<file path="config.mk">
export PLATFORM = sky130hd
export DESIGN_NAME = bus_arbiter
export DESIGN_NICKNAME = d
export VERILOG_FILES = /design/src/rtl/bus_arbiter.sv
export SDC_FILE = /design/constraint.sdc
export NUM_CORES = 1
export LEC_CHECK = 0
export ABC_AREA = 1
export CAP_MARGIN = 40
export CORE_AREA = 2 2 434 436
export CTS_CLUSTER_DIAMETER = 150
export DETAILED_ROUTE_END_ITERATION = 16
export DIE_AREA = 0 0 436 438
export DONT_BUFFER_PORTS = 1
export PLACE_DENSITY_LB_ADDON = 0.1
export SYNTH_ARGS = -nofsm -noshare
export SYNTH_HDL_FRONTEND = slang
export SYNTH_SLANG_ARGS = --single-unit
</file>
<file path="constraint.sdc">
create_clock -name clk -period 1.3 [get_ports clk]
set_clock_uncertainty 0.1 [all_clocks]
set_input_delay 0.26 -clock clk [delete_from_list [all_inputs] [get_ports clk]]
set_output_delay 0.26 -clock clk [all_outputs]
set_load 0.005 [all_outputs]
</file>
<file path="src/rtl/bus_arbiter.sv">
// Round-robin arbiter sharing the single CPU memory bus between instruction
// fetch (A) and load/store (B); the grant is held until the downstream acks.
package execute;
  typedef struct packed {
    logic       read;
    logic       write;
    logic [1:0] size;
    logic [7:0] byte_en;
  } memory_access_t;
endpackage

module bus_arbiter #(
  parameter int unsigned PLEN       = 33,
  parameter int unsigned XLEN       = 64,
  parameter int unsigned LINE_WORDS = 4
) (
  input  logic                          clk,
  input  logic                          reset,
  input  logic                          a_cycle,
  input  logic [PLEN-1:0]               a_paddr,
  input  execute::memory_access_t       a_access,
  input  logic [XLEN-1:0]               a_data_out,
  output logic [LINE_WORDS*XLEN-1:0]    a_data_in,
  output logic                          a_ack,
  input  logic                          b_cycle,
  input  logic [PLEN-1:0]               b_paddr,
  input  execute::memory_access_t       b_access,
  input  logic [XLEN-1:0]               b_data_out,
  output logic [LINE_WORDS*XLEN-1:0]    b_data_in,
  output logic                          b_ack,
  output logic                          mem_cycle,
  output logic [PLEN-1:0]               mem_paddr,
  output execute::memory_access_t       mem_access,
  output logic [XLEN-1:0]               mem_data_out,
  input  logic [LINE_WORDS*XLEN-1:0]    mem_data_in,
  input  logic                          mem_ack,
  output logic [1:0]                    grant
);

  // State encoding doubles as the one-hot grant vector.
  typedef enum logic [1:0] {
    IDLE  = 2'b00,
    OWN_A = 2'b01,
    OWN_B = 2'b10
  } state_t;

  typedef enum logic {
    OWNER_A = 1'b0,
    OWNER_B = 1'b1
  } owner_t;

  state_t state;
  owner_t last_owner;
  logic   own_a;
  logic   own_b;

  // Ownership FSM; last_owner only moves on a completed transfer, so aborts
  // leave the round-robin pointer where it was.
  always_ff @(posedge clk or posedge reset) begin
    if (reset) begin
      state      <= IDLE;
      last_owner <= OWNER_B;
    end else begin
      case (state)
        IDLE: begin
          if (a_cycle && b_cycle) begin
            state <= (last_owner == OWNER_A) ? OWN_B : OWN_A;
          end else if (a_cycle) begin
            state <= OWN_A;
          end else if (b_cycle) begin
            state <= OWN_B;
          end
        end
        OWN_A: begin
          if (mem_ack) begin
            last_owner <= OWNER_A;
            state      <= b_cycle ? OWN_B : IDLE;
          end else if (!a_cycle) begin
            state <= IDLE;
          end
        end
        OWN_B: begin
          if (mem_ack) begin
            last_owner <= OWNER_B;
            state      <= a_cycle ? OWN_A : IDLE;
          end else if (!b_cycle) begin
            state <= IDLE;
          end
        end
        default: state <= IDLE;
      endcase
    end
  end

  assign own_a = (state == OWN_A);
  assign own_b = (state == OWN_B);
  assign grant = state;

  // Downstream request mux; the bus is quiet while idle.
  always_comb begin
    mem_cycle    = 1'b0;
    mem_paddr    = '0;
    mem_access   = '0;
    mem_data_out = '0;
    if (own_a) begin
      mem_cycle    = a_cycle;
      mem_paddr    = a_paddr;
      mem_access   = a_access;
      mem_data_out = a_data_out;
    end else if (own_b) begin
      mem_cycle    = b_cycle;
      mem_paddr    = b_paddr;
      mem_access   = b_access;
      mem_data_out = b_data_out;
    end
  end

  assign a_ack     = own_a & mem_ack;
  assign b_ack     = own_b & mem_ack;
  assign a_data_in = mem_data_in;
  assign b_data_in = mem_data_in;

endmodule

</file>
======== Yosys cells after proc, flatten, opt, wreduce, memory -nomap -nowiden ========
Index checks and enable logic that the tools add are counted.
operators by class
  eq/ne operators ......................... 7
  bitwise operators ....................... 2
  reduce and logical (&&, ||, !) cells .... 5
  muxes and demuxes ....................... 22
operator list
  cell                  number
  $mux W64              2
  $mux W33              2
  $mux W12              2
  $mux W2               9
  $ne A3 B3 Y1 const B  2
  $pmux W2 S3           1
  $reduce_and A3 Y1     2
  $mux W1               5
  $ne A2 B2 Y1 const B  2
  $ne A4 B4 Y1 const B  1
  $and A1 B1 Y1         2
  $eq A2 B1 Y1 const B  1
  $eq A2 B2 Y1 const B  1
  $logic_not A2 Y1      1
  $pmux W1 S2           1
  $reduce_bool A2 Y1    1
  $logic_and A1 B1 Y1   1
word-level totals
  register bits ........................... 3
  output and inout bits ................... 626
  input port bits ......................... 479

======== Logic depth before layout (Yosys ltp) ========
Gate-level depths: netlist (run 1).
  depth in word-level cells ............... 4
  depth in mapped cells ................... 7
  mapped depth without buffers ............ 7

======== Worst setup path after synthesis (run 1) ========
No wires, ideal clock.
  path kind ............................... flip-flop to output port
  from .................................... register state[0], in the netlist grant[0]
  to ...................................... output mem_access[0] in the netlist's numbering
  stages on the path, launching flop included .. 7
  slack ................................... -131 ps
  path buffers ............................ 3
  required time ........................... 940 ps
  data arrival time ....................... 1071 ps
  cells stage by stage .................... dfrtp_1 -> buf_2 -> nor2_2 -> buf_4 -> buf_4 -> nand2_1 -> nand2_1
RTL lines
  item                    line  text
  from (decl)             52    state_t state;
  from (signal assigned)  67    state <= (last_owner == OWNER_A) ? OWN_B : OWN_A;
  from (signal assigned)  77    state <= b_cycle ? OWN_B : IDLE;
  from (signal assigned)  85    state <= a_cycle ? OWN_A : IDLE;
  to (decl)               33    output execute::memory_access_t mem_access,

======== Final worst setup path (run 1) ========
  from .................................... register state[0], in the netlist grant[0]
  to ...................................... output mem_data_out[21]
on the way
  cells in the longest elaborated chain, start to end .. 3
ends and longest elaborated chain
  item          line  text
  $eq A2 B2 Y1  96    assign own_b = (state == OWN_B);
  $mux W64      110   end else if (own_b) begin
  $mux W64 *    105   if (own_a) begin
  to (decl)     34    output logic [XLEN-1:0] mem_data_out,
Mark *: on every way between the ends. The rest lies on a longest branch, timed or not.

==> results of run 1 <==
-- power by group --
group	switching [µW]	total, µW	internal (µW)	leakage (µW)
sequential	65.1	230	164	0.0000333
combinational	9990	18600	8630	0.00266
clock	86.2	491	405	0.0000382
total	10100	19300	9200	0.00273
-- metrics by stage --
step	area, µm²	hold WS, ps
final	8670	76.7
after global routing	8670	74.7
after CTS	8250	84.1
after detailed placement	6540	-40.0
after global placement	6540	-37.6
after floorplan	5690	-87.1
-- Yosys cell counts --
cell type and instances:
nand2_1 226, dfstp_2 1, nand3_1 116, nor2_2 1, inv_2 1, clkbuf_1 4, nand4_1 2, nor2_1 3
buf_4 521, o22ai_1 1, buf_2 24, dfrtp_1 2, nor3_1 1, inv_1 5
-- sequential cells by signal (all words and copies together), names as in the netlist --
| name | cells |
|---|---|
| last_owner | 1 |
| grant | 2 |
-- area by class of cell --
type / count / share of cell area
well taps: 2495 / 0.360
repair buffers: 163 / 0.317
clock buffers: 4 / 0.00909
multi-input cells: 350 / 0.300
inverters: 6 / 0.00433
flip-flops and latches: 3 / 0.00938
-- worst max-delay path: cells and delay by family, from the launching register on --
kind	cells	cell delay [ps]
buf+inv	5	690
flops	1	510
simple gates	3	270
-- cells by family after synthesis --
logic type	Yosys count	share of synthesized area
DFF	3	0.0136
and+or+nand+nor	349	0.261
AOI/OAI and AO/OA	1	0.00111
buffers and inverters	555	0.725
-- metal layers --
metal	GRT usage	wire length (µm)	up-vias
li1	-	-	1551
met3	0.0452	10300	141
met5	0.00124	0	-
met1	0.0557	19700	1857
met4	0.0177	2000	0
met2	0.0909	28500	507
-- repair_timing --
item                                    in CTS  in global routing
resized for setup                          297                 77
endpoints found under the hold margin        3                  0
pin swaps                                   42                 50
buffers inserted                            24                 12
gates cloned                                14                  5
endpoints found under the setup margin     116                116
hold buffers                                 1                  0
-- how the worst max path moves through the flow --
stage                  start               end  slack, ps
floorplan           grant[0]     mem_access[0]        -50
detailed placement  grant[1]  mem_data_out[28]       -760
finish              grant[0]  mem_data_out[21]       -750
CTS                 grant[0]  mem_data_out[26]       -800
global placement    grant[0]  mem_data_out[28]       -770
global route        grant[0]     mem_paddr[30]       -820
==> results.tsv, run 1 <==
metric	value	unit
PortBufs	0	
Tcrit/Tclk final	1.58	
fmax	0.487	GHz
worst path cell trace	nor2_4 > buf_12 > buf_12 > buf_8 > buf_8 > nand2_4 > nand2_4 > buf_12	
Hold Path Stages	2	
routed wire length	60.5	mm
register area	81.3	µm²
area share of the largest cell type after synthesis	0.697	
CP endpoint kind	primary output	
reg2reg start	grant[0]	
area leader, netlist	buf_4	
multi-input combinational cell area	2600	µm²
htree depth	1	
Final TNS setup	-77040	ps
grt total ovfl	0	
final hold violation count	0	
die width	436	µm
critical path type	flop to primary output	
Post-DRT Antenna Nets	0	
Worst path most repeated cell	buf_12	
Hold Path Class	input pin to flop	
clk root buf	clkbuf_16	
CTS tree	yes	
Mean Syn Cell Area	6.18	µm²
min cycle time layout	2050	ps
vias in the first global route	4121	
mapped cell area	5620	µm²
total number of vias	4056	
Max-Cap Viols	0	
Sink Count	3	
die footprint	191000	µm²
crit path DAT	1690	ps
DR iter-0 viols	294	
DR WL/cell	20.0	µm
layout cells sized above 1	0.677	
outcome	complete, but fails checks	
Hold EP	grant[1]	
Final HPWL DP	48.4	mm
CORE AREA	187000	µm²
GRT Util Overall	0.0569	
post-placement cell count	2969	
clock tree buffer depth	2	
Worst slew margin	0.769	
Die Y	438	µm
drt pass-1 iters	5	
Leakage	0.00273	µW
post-route insts no fill	3021	
vias per cell	1.34	
post-synth cell types	14	
Reg2Reg Depth	9	
crit path max-delay cell type	dfrtp_4	
top post-synthesis cells by area	buf_4, nand2_1, nand3_1	
GP Congestion	0.636	
CP Max Fanout	6	
largest net degree at the start of global routing	28	
HP Start	b_cycle	
Startpoint Class	flop	
Place WS	-758	ps
final routed DRC violation total	0	
RSZ-0062 raised after global routing	true	
cell area power density	2230	nW/µm²
CP required	940	ps
CTS Buf Count	3	
antenna violations before repair	6	
Synth Warn #	0	
Worst Max-Slew Pin Slew	346	ps
P&R area growth vs syn	54.3	%
NumNets Final	1006	
first-pass GRT wire length	67.0	mm
Pins Over Slew Limit	0	
most frequent cells in the layout	nand3_1, nand2_4, buf_12, nand2_2, nand2_1	
CP peak stage delay	510	ps
Final Power	19300	µW
initial core utilization	0.0301	
IO Count	1105	
worst r2r dst	last_owner	
Util after Layout	0.0464	
Core Rows	159	
Final WS setup	-753	ps
maximum VDD drop	0.881	mV
Setup violations, final	116	
Clk Latency, worst-skew pair	220	ps
fillers	22200	
Synth Register Bits	3	
violated checks	setup timing	
Worst-path clk slew	30	ps
Antenna diodes	0	
reg-to-reg setup timing slack	-440	ps
Mapped Nets	1387	
most common cell after layout, fill and taps aside	nand3_1	
Mapped Cells	908	
post-synthesis sequential area ratio	0.0136	
Note: power is estimated with default switching activity, not from simulation.
==> run 2: changes to the inputs <==
--- a/config.mk
+++ b/config.mk
@@ -9,6 +9,7 @@
 export CAP_MARGIN = 40
 export CORE_AREA = 2 2 434 436
 export CTS_CLUSTER_DIAMETER = 150
+export CTS_CLUSTER_SIZE = 30
 export DETAILED_ROUTE_END_ITERATION = 16
 export DIE_AREA = 0 0 436 438
 export DONT_BUFFER_PORTS = 1
==> results of run 2 <==
Final layout, timing and power as in run 1 (identical DEF).
